## config.mk

```make
export PLATFORM = sky130hd
export DESIGN_NAME = load_hazard_ctrl
export DESIGN_NICKNAME = d
export VERILOG_FILES = /design/src/rtl/hazard_pkg.sv /design/src/rtl/load_hazard_ctrl_scoreboard.sv /design/src/rtl/load_hazard_ctrl.sv
export SDC_FILE = /design/constraint.sdc
export NUM_CORES = 1
export LEC_CHECK = 0
export BUFFER_PORTS_ARGS = -buffer_cell sky130_fd_sc_hd__buf_2
export CORE_ASPECT_RATIO = 0.9
export CORE_MARGIN = 2
export CORE_UTILIZATION = 25
export DETAILED_ROUTE_END_ITERATION = 8
export HOLD_SLACK_MARGIN = 0.05
export PLACE_DENSITY = 0.48
export RECOVER_POWER = 25
export REMOVE_ABC_BUFFERS = 1
export SLEW_MARGIN = 15
export SYNTH_ARGS = -nofsm -noshare
export SYNTH_HDL_FRONTEND = slang
export SYNTH_SLANG_ARGS = --single-unit
```

## constraint.sdc

```tcl
create_clock -name clk -period 4.9 [get_ports clk]
set_clock_uncertainty 0.15 [all_clocks]
set_input_delay 0.245 -clock clk [delete_from_list [all_inputs] [get_ports clk]]
set_output_delay 0.245 -clock clk [all_outputs]
set_load 0.01 [all_outputs]
```

## src/rtl/hazard_pkg.sv

```systemverilog
// Shared encodings and scoreboard entry type for the ID-stage hazard unit.
// Load/store/idle memory-control codes, write-back select, entry struct.
package hazard_pkg;

  localparam logic [1:0] DMC_LOAD  = 2'b00;
  localparam logic [1:0] DMC_STORE = 2'b01;
  localparam logic [1:0] DMC_IDLE  = 2'b11;

  localparam logic WB_SEL_MEM = 1'b0;

  // Entries hold addresses zero-extended to this width,
  // so any ADDR_W up to SB_ADDR_MAX shares one type.
  localparam int SB_ADDR_MAX = 8;

  typedef struct packed {
    logic                   valid;
    logic [SB_ADDR_MAX-1:0] addr;
  } sb_entry_t;

  function automatic logic is_load(
    input logic       we,
    input logic [1:0] dmc,
    input logic       wb
  );
    return we & (dmc == DMC_LOAD) & (wb == WB_SEL_MEM);
  endfunction

endpackage

```

## src/rtl/load_hazard_ctrl_scoreboard.sv

```systemverilog
// In-flight load scoreboard: slot 0 is the EX load, older slots are registered.
// Ports: clk, rst, load_i, rd_addr_i, rs/rt addr+used in; rs_hit_o, rt_hit_o out.
module load_scoreboard
  import hazard_pkg::*;
#(
  parameter int ADDR_W   = 5,
  parameter int LOAD_LAT = 1,
  parameter int ZERO_REG = 1
) (
  input  logic              clk,
  input  logic              rst,
  input  logic              load_i,
  input  logic [ADDR_W-1:0] rd_addr_i,
  input  logic [ADDR_W-1:0] rs_addr_i,
  input  logic [ADDR_W-1:0] rt_addr_i,
  input  logic              rs_used_i,
  input  logic              rt_used_i,
  output logic              rs_hit_o,
  output logic              rt_hit_o
);

  sb_entry_t                slot0;
  sb_entry_t [LOAD_LAT-1:0] live;

  logic [SB_ADDR_MAX-1:0] rs_ext;
  logic [SB_ADDR_MAX-1:0] rt_ext;
  logic                   rs_any;
  logic                   rt_any;
  logic                   rs_zero;
  logic                   rt_zero;

  assign slot0.valid = load_i;
  assign slot0.addr  = SB_ADDR_MAX'(rd_addr_i);

  // Older slots shift every cycle regardless of a stall:
  // everything past ID keeps moving.
  if (LOAD_LAT > 1) begin : g_hist
    sb_entry_t [LOAD_LAT-2:0] hist_q;

    always_ff @(posedge clk or posedge rst) begin
      if (rst) begin
        hist_q <= '0;
      end else begin
        hist_q[0] <= slot0;
        for (int k = 1; k < LOAD_LAT - 1; k++) begin
          hist_q[k] <= hist_q[k-1];
        end
      end
    end

    assign live = {hist_q, slot0};
  end else begin : g_nohist
    assign live = slot0;
  end

  assign rs_ext = SB_ADDR_MAX'(rs_addr_i);
  assign rt_ext = SB_ADDR_MAX'(rt_addr_i);

  always_comb begin
    rs_any = 1'b0;
    rt_any = 1'b0;
    for (int k = 0; k < LOAD_LAT; k++) begin
      if (live[k].valid && (live[k].addr == rs_ext)) begin
        rs_any = 1'b1;
      end
      if (live[k].valid && (live[k].addr == rt_ext)) begin
        rt_any = 1'b1;
      end
    end
  end

  assign rs_zero = (ZERO_REG != 0) && (rs_addr_i == '0);
  assign rt_zero = (ZERO_REG != 0) && (rt_addr_i == '0);

  assign rs_hit_o = rs_used_i & ~rs_zero & rs_any;
  assign rt_hit_o = rt_used_i & ~rt_zero & rt_any;

endmodule

```

## src/rtl/load_hazard_ctrl.sv

```systemverilog
// Load-use stall / branch flush control for the ID stage, with perf counters.
// In: EX load info, ID sources, BranchTaken_EX, perf_clr. Out: stall/flush/enables, counters.
module load_hazard_ctrl
  import hazard_pkg::*;
#(
  parameter int ADDR_W   = 5,
  parameter int LOAD_LAT = 1,
  parameter int CNT_W    = 32,
  parameter int ZERO_REG = 1
) (
  input  logic              clk,
  input  logic              rst,
  input  logic [ADDR_W-1:0] RDaddr_EX,
  input  logic              WE_EX,
  input  logic [1:0]        DMC_EX,
  input  logic              WBmux_EX,
  input  logic [ADDR_W-1:0] RSaddr_ID,
  input  logic [ADDR_W-1:0] RTaddr_ID,
  input  logic              RSused_ID,
  input  logic              RTused_ID,
  input  logic              BranchTaken_EX,
  input  logic              perf_clr,
  output logic              Stall,
  output logic              PC_EN,
  output logic              IFID_EN,
  output logic              IFID_FLUSH,
  output logic              IDEX_FLUSH,
  output logic [CNT_W-1:0]  stall_cnt,
  output logic [CNT_W-1:0]  flush_cnt
);

  logic load_ex;
  logic rs_hit;
  logic rt_hit;
  logic hazard;

  logic [CNT_W-1:0] stall_cnt_q;
  logic [CNT_W-1:0] stall_cnt_d;
  logic [CNT_W-1:0] flush_cnt_q;
  logic [CNT_W-1:0] flush_cnt_d;

  assign load_ex = is_load(WE_EX, DMC_EX, WBmux_EX);

  load_scoreboard #(
    .ADDR_W  (ADDR_W),
    .LOAD_LAT(LOAD_LAT),
    .ZERO_REG(ZERO_REG)
  ) u_sb (
    .clk      (clk),
    .rst      (rst),
    .load_i   (load_ex),
    .rd_addr_i(RDaddr_EX),
    .rs_addr_i(RSaddr_ID),
    .rt_addr_i(RTaddr_ID),
    .rs_used_i(RSused_ID),
    .rt_used_i(RTused_ID),
    .rs_hit_o (rs_hit),
    .rt_hit_o (rt_hit)
  );

  assign hazard = rs_hit | rt_hit;

  // A taken branch beats the hazard: the ID instruction
  // is wrong-path, so stalling for it would waste a cycle.
  always_comb begin
    Stall      = 1'b0;
    PC_EN      = 1'b1;
    IFID_EN    = 1'b1;
    IFID_FLUSH = 1'b0;
    IDEX_FLUSH = 1'b0;
    priority case (1'b1)
      rst: begin
      end
      BranchTaken_EX: begin
        IFID_FLUSH = 1'b1;
        IDEX_FLUSH = 1'b1;
      end
      hazard: begin
        Stall      = 1'b1;
        PC_EN      = 1'b0;
        IFID_EN    = 1'b0;
        IDEX_FLUSH = 1'b1;
      end
      default: begin
      end
    endcase
  end

  always_comb begin
    stall_cnt_d = stall_cnt_q;
    flush_cnt_d = flush_cnt_q;
    if (perf_clr) begin
      stall_cnt_d = '0;
      flush_cnt_d = '0;
    end else begin
      if (Stall && (stall_cnt_q != '1)) begin
        stall_cnt_d = stall_cnt_q + 1'b1;
      end
      if (IFID_FLUSH && (flush_cnt_q != '1)) begin
        flush_cnt_d = flush_cnt_q + 1'b1;
      end
    end
  end

  always_ff @(posedge clk or posedge rst) begin
    if (rst) begin
      stall_cnt_q <= '0;
      flush_cnt_q <= '0;
    end else begin
      stall_cnt_q <= stall_cnt_d;
      flush_cnt_q <= flush_cnt_d;
    end
  end

  assign stall_cnt = stall_cnt_q;
  assign flush_cnt = flush_cnt_q;

endmodule

```

==> results of run 1 <==
## per-stage QoR
stage	worst slack [ps]	util, %	power (mW)
floorplan	1360	-	0.563
global placement	2190	30.4	0.594
detailed placement	2220	30.4	0.595
CTS	2210	32.7	1.29
global route	2030	32.7	1.32
finish	2210	32.7	1.27
## sequential cells by signal, summed over array words and instances (netlist names)
signal     flops
flush_cnt     32
stall_cnt     32
## layout make-up
class / instances / area share [%]
flip-flops and latches: 64 / 35.0
clock buffers: 13 / 5.47
inverters: 8 / 0.656
well taps: 193 / 5.28
clock inverters: 3 / 1.42
repair buffers: 97 / 10.8
multi-input cells: 293 / 41.4
## layer usage
| layer | global-route usage [%] | vias up | wire length [µm] | share of wire, % |
|---|---|---|---|---|
| li1 | - | 1558 | - | - |
| met1 | 17.5 | 1528 | 4560 | 48 |
| met2 | 20.0 | 81 | 4300 | 45 |
| met3 | 3.91 | 8 | 556 | 5.9 |
| met4 | 3.70 | 0 | 89 | 0.94 |
| met5 | 0 | - | 0 | 0 |
## worst reg2reg max path, cell delays in order, from the launching register on
cell and delay [ps]:
dfrtp_1 440, and4_1 220, and4_1 340, nand4_1 320
o211ai_1 360, or4_2 630, a21oi_1 150
## worst min-delay path by stage
stage                        startpoint            end  slack (ps)  cells past startpoint
after floorplan                perf_clr  flush_cnt[12]         160                      1
after global placement    stall_cnt[21]  stall_cnt[21]         390                      2
after detailed placement  stall_cnt[28]  stall_cnt[28]         400                      2
after CTS                           rst   flush_cnt[5]         100                      3
after global routing                rst  stall_cnt[23]         180                      3
final                               rst   flush_cnt[4]          80                      3
## cells by family after synthesis
| logic type | after synthesis | share of synthesized area, % |
|---|---|---|
| xor gates and xnor gates | 54 | 13.2 |
| buffers and inverters | 26 | 2.93 |
| AOI/OAI and AO/OA | 63 | 11.7 |
| muxes | 2 | 0.593 |
| DFF | 64 | 44.7 |
| and+or+nand+nor | 172 | 26.3 |
| adders and majority gates | 2 | 0.698 |
## report_power, final
group	total (mW)	switching (mW)	leakage (nW)	internal, mW
sequential	0.532	0.00153	0.894	0.530
clock	0.684	0.225	0.154	0.459
combinational	0.0523	0.0345	0.991	0.0177
## cells in the final DEF (no fill, tap or decap), types with 13 or more instances in the layout
cell     synthesis  final
a21oi_1         18     18
and4_1          13     13
buf_2            3     92
dfrtp_1         64     64
nand2_1         21     21
nand3_1         15     15
nand4_1         15     15
nor2_1          54     54
o21ai_0         18     18
xnor2_1         24     24
xor2_1          30     30
==> impl_metrics.env, run 1 <==
export IMPL_final_setup_tns_ps=0
export IMPL_syn2layout_area_growth_pct=27.6
export IMPL_cp_buffers_inverters=0
export IMPL_antennaDiodeCount=0
export IMPL_drc_errors=0
export IMPL_vias=3175
export IMPL_grt_pass1_wl_um=16000
export IMPL_htreeDepth=3
export IMPL_crit_path_start="stall_cnt[18]"
export IMPL_cp_depth=6
export IMPL_stdcell_area_mm2=0.00457
export IMPL_multi_input_area_mm2=0.00189
export IMPL_placed_cells=655
export IMPL_syn_area_per_cell_um2=9.36
export IMPL_ir_drop_mv=0.143
export IMPL_synthTopCellsByArea="dfrtp_1 45%, xor2_1 7.3%, xnor2_1 5.9%, nor2_1 5.7%, and4_1 3.2%"
export IMPL_synth_area_leader_cell="dfrtp_1"
export IMPL_critPathLaunchType="flip-flop"
export IMPL_hp_class="in2async"
export IMPL_postCtsSetupBuffers=0
export IMPL_holdWs_ps=82.7
export IMPL_start_util_pct=25.6
export IMPL_drive_gt1_share_pct=25.3
export IMPL_clk_latency_ps=320
export IMPL_hold_viol=0
export IMPL_power_leakage_nw=2.04
export IMPL_ys_types=45
export IMPL_worstPathRequired_ps=5000
export IMPL_crit_fanout=11
export IMPL_cts_tree="built"
export IMPL_timing_reg2reg_setup_slack_ps=2210
export IMPL_seq_area_frac_synth_pct=44.7
export IMPL_crit_end="stall_cnt[13]"
export IMPL_cpMostUsedCell="and4_1"
export IMPL_clock_path_buffers=2
export IMPL_final_cells=671
export IMPL_end_kind="flip-flop"
export IMPL_grt_usage_pct=12.9
export IMPL_cpPeakStageDelay_ps=630
export IMPL_routed_wl_um=9500
export IMPL_grt_start_max_net_pins=65
export IMPL_post_drt_wl_per_cell_um=14.2
export IMPL_cts_repair_resized=0
export IMPL_max_slew_margin_pct=43.0
export IMPL_nFillCells=1486
export IMPL_fp_coreArea_mm2=0.0140
export IMPL_rows=41
export IMPL_layout_nets=500
export IMPL_critPathTopFamily="simple AND/OR/NAND/NOR gates"
export IMPL_ant_nets=0
export IMPL_place_area_mm2=0.00426
export IMPL_rsz0062_at_grt="no"
export IMPL_max_freq_ghz=0.372
export IMPL_path_class="reg2reg"
export IMPL_grt_ovfl_total=0
export IMPL_synth_edf_count=0
export IMPL_fin_crit_ps=2690
export IMPL_die_area_mm2=0.0153
export IMPL_tightest_slew_ps=852
export IMPL_synth_top_area_share_pct=44.7
export IMPL_crit_path_cell_trace="and4_1 -> and4_1 -> nand4_1 -> o211ai_1 -> or4_2 -> a21oi_1"
export IMPL_root_buffer="clkbuf_16"
export IMPL_grt_pass1_vias=3161
export IMPL_place_hpwl_um=6720
export IMPL_yosysWarnings=0
export IMPL_arrival_ps=2790
export IMPL_grt_antenna_before_repair=0
export IMPL_ys_seq_elements=64
export IMPL_outcome="finished, final reports clean"
export IMPL_clk_pin_slew_worst_paths_ps=50
export IMPL_ys_flop_type="dfrtp_1"
export IMPL_ios=94
export IMPL_syn_inst=383
export IMPL_yosys_top_cells_count="64 x dfrtp_1, 54 x nor2_1, 30 x xor2_1, 24 x xnor2_1, 21 x nand2_1"
export IMPL_die_x_um=130
export IMPL_reg2reg_from="stall_cnt[18]"
export IMPL_cts_buffers=9
export IMPL_cts_hold_buf=0
export IMPL_slew_viol_final=0
export IMPL_slowest_stage="or4_2"
export IMPL_fin_crit_sh_pct=54.8
export IMPL_r2r_cells=6
export IMPL_synth_most_common_cell="dfrtp_1"
export IMPL_die_h_um=118
export IMPL_r2r_end="stall_cnt[13]"
export IMPL_place_congestion=0.792
export IMPL_vias_per_cell=4.73
export IMPL_drtIter0Drc=114
export IMPL_cts_sinks=64
export IMPL_syn_area_mm2=0.00359
export IMPL_synth_async_reset_ratio_pct=100
export IMPL_register_area_mm2=0.00160
export IMPL_drt_pass1_iter_count=4
export IMPL_setup_viol=0
export IMPL_p_per_area_mw_per_mm2=277
export IMPL_placement_io_buffers=93
export IMPL_max_cap_violations=0
Note: power is estimated with default switching activity, not from simulation.
==> run 2, diff against run 1 <==
==> constraint.sdc (replaced) <==
create_clock -name clk -period 2.64 [get_ports clk]
set_clock_uncertainty 0.15 [all_clocks]
set_input_delay 0.132 -clock clk [delete_from_list [all_inputs] [get_ports clk]]
set_output_delay 0.132 -clock clk [all_outputs]
set_load 0.01 [all_outputs]
==> run 2 against run 1 <==
  * Global-route usage grew 0.29 points
  * Utilization grew 0.63 points
  * Sequential share of layout area shrank 0.66 points
  * Critical path depth is the same
  * Register-to-register slack lost 2100 ps
  * Clock power grew 94%
  * Via count grew 1.0%
  * Power grew 91%
  * Highest routed layer unchanged
==> impl_metrics.env, run 2 (synthesized netlist as in run 1, its figures left out) <==
export IMPL_critPathLaunchType="flip-flop"
export IMPL_r2r_cells=6
export IMPL_cts_sinks=64
export IMPL_power_leakage_nw=1.92
export IMPL_clk_pin_slew_worst_paths_ps=50
export IMPL_timing_reg2reg_setup_slack_ps=130
export IMPL_drive_gt1_share_pct=18.4
export IMPL_start_util_pct=25.6
export IMPL_drtIter0Drc=144
export IMPL_cts_buffers=9
export IMPL_tightest_slew_ps=841
export IMPL_placement_io_buffers=93
export IMPL_vias_per_cell=4.66
export IMPL_rsz0062_at_grt="no"
export IMPL_reg2reg_from="stall_cnt[8]"
export IMPL_r2r_end="stall_cnt[27]"
export IMPL_clock_path_buffers=2
export IMPL_ant_nets=0
export IMPL_final_common_cell="dfrtp_1"
export IMPL_p_total_mw=2.42
export IMPL_grt_start_max_net_pins=65
export IMPL_max_cap_violations=0
export IMPL_drt_pass1_iter_count=4
export IMPL_place_hpwl_um=6970
export IMPL_crit_fanout=8
export IMPL_end_kind="flip-flop"
export IMPL_grt_pass1_vias=3165
export IMPL_whs_path_depth=2
export IMPL_vias=3208
export IMPL_stdcell_area_mm2=0.00466
export IMPL_routed_wl_um=9600
export IMPL_holdWs_ps=152
export IMPL_hp_class="in2reg"
export IMPL_grt_usage_pct=13.2
export IMPL_antennaDiodeCount=0
export IMPL_worstPathRequired_ps=2740
export IMPL_final_core_utilization_pct=33.3
export IMPL_grt_antenna_before_repair=0
export IMPL_max_slew_margin_pct=43.9
export IMPL_slew_viol_final=0
export IMPL_final_setup_tns_ps=0
export IMPL_path_class="reg2reg"
export IMPL_root_buffer="clkbuf_16"
export IMPL_arrival_ps=2610
export IMPL_p_per_area_mw_per_mm2=518
export IMPL_layout_nets=517
export IMPL_die_h_um=118
export IMPL_grt_ovfl_total=0
export IMPL_ios=94
export IMPL_grt_pass1_wl_um=16100
export IMPL_drc_errors=0
export IMPL_fin_crit_sh_pct=95.2
export IMPL_hold_viol=0
export IMPL_post_drt_wl_per_cell_um=14.0
export IMPL_max_freq_ghz=0.398
export IMPL_die_area_mm2=0.0153
export IMPL_place_congestion=0.796
export IMPL_hold_path_end="flush_cnt[16]"
export IMPL_die_x_um=130
export IMPL_ir_drop_mv=0.256
export IMPL_postCtsSetupBuffers=0
export IMPL_setup_viol=0
export IMPL_syn2layout_area_growth_pct=30.0
export IMPL_fin_crit_ps=2510
export IMPL_fp_coreArea_mm2=0.0140
export IMPL_cts_tree="built"
export IMPL_rows=41
export IMPL_mostFrequentLayoutCells="64 x dfrtp_1, 54 x nor2_1, 51 x clkbuf_1"
export IMPL_outcome="finished, final reports clean"
export IMPL_clk_latency_ps=330
export IMPL_hp_start="perf_clr"
export IMPL_place_area_mm2=0.00438
export IMPL_htreeDepth=3
export IMPL_nFillCells=1504
[run 2: what timing repair did]
action | 4_1_cts | 5_1_grt
hold endpoints to repair | 64 | 0
resized for setup | 0 | 0
hold buffers | 1 | 0
[run 2: layout make-up]
cell class | count | area [µm²] | share of cell area, %
clock buffer | 14 | 274 | 5.88
clock inverter | 2 | 60.1 | 1.29
inverter | 8 | 30.0 | 0.644
multi-input combinational | 293 | 1890 | 40.6
sequential | 64 | 1600 | 34.4
tap | 193 | 241 | 5.18
timing repair buffer | 114 | 564 | 12.1
[run 2: worst max-delay path by stage]
| stage | startpoint | end | slack [ps] | cells past startpoint |
|---|---|---|---|---|
| final | stall_cnt[8] | stall_cnt[27] | 130 | 6 |
| after global routing | stall_cnt[7] | stall_cnt[27] | 7 | 6 |
| after CTS | stall_cnt[8] | stall_cnt[27] | 110 | 6 |
| after detailed placement | stall_cnt[8] | stall_cnt[27] | 130 | 6 |
| after global placement | stall_cnt[8] | stall_cnt[27] | 190 | 6 |
| after floorplan | DMC_EX[1] | stall_cnt[13] | -790 | 6 |
[run 2: per-stage QoR]
| stage | cells | worst slack, ps |
|---|---|---|
| global route | 688 | 6.97 |
| detailed placement | 671 | 127 |
| finish | 688 | 128 |
| CTS | 688 | 111 |
| floorplan | 365 | -790 |
| global placement | 671 | 193 |
[run 2: worst max-delay path, cell delays in order (launching register included)]
cell	delay [ps]
dfrtp_1	440
nand4_4	170
or4_4	540
a311oi_4	430
o211ai_1	220
or3_1	350
a21oi_1	140
[run 2: report_power, final]
group	internal [mW]	leakage [nW]	switching, mW	total, mW
sequential	0.984	0.894	0.00284	0.986
clock	0.905	0.163	0.425	1.33
combinational	0.0357	0.862	0.0646	0.100
total	1.92	1.92	0.493	2.42
[run 2: routing by layer]
layer | vias to the layer above | track usage (%) | part of all wire (%)
li1 | 1591 | - | -
met1 | 1540 | 17.7 | 47
met2 | 68 | 20.8 | 46
met3 | 9 | 4.55 | 6.1
met4 | 0 | 2.62 | 0.83
met5 | - | 0 | 0
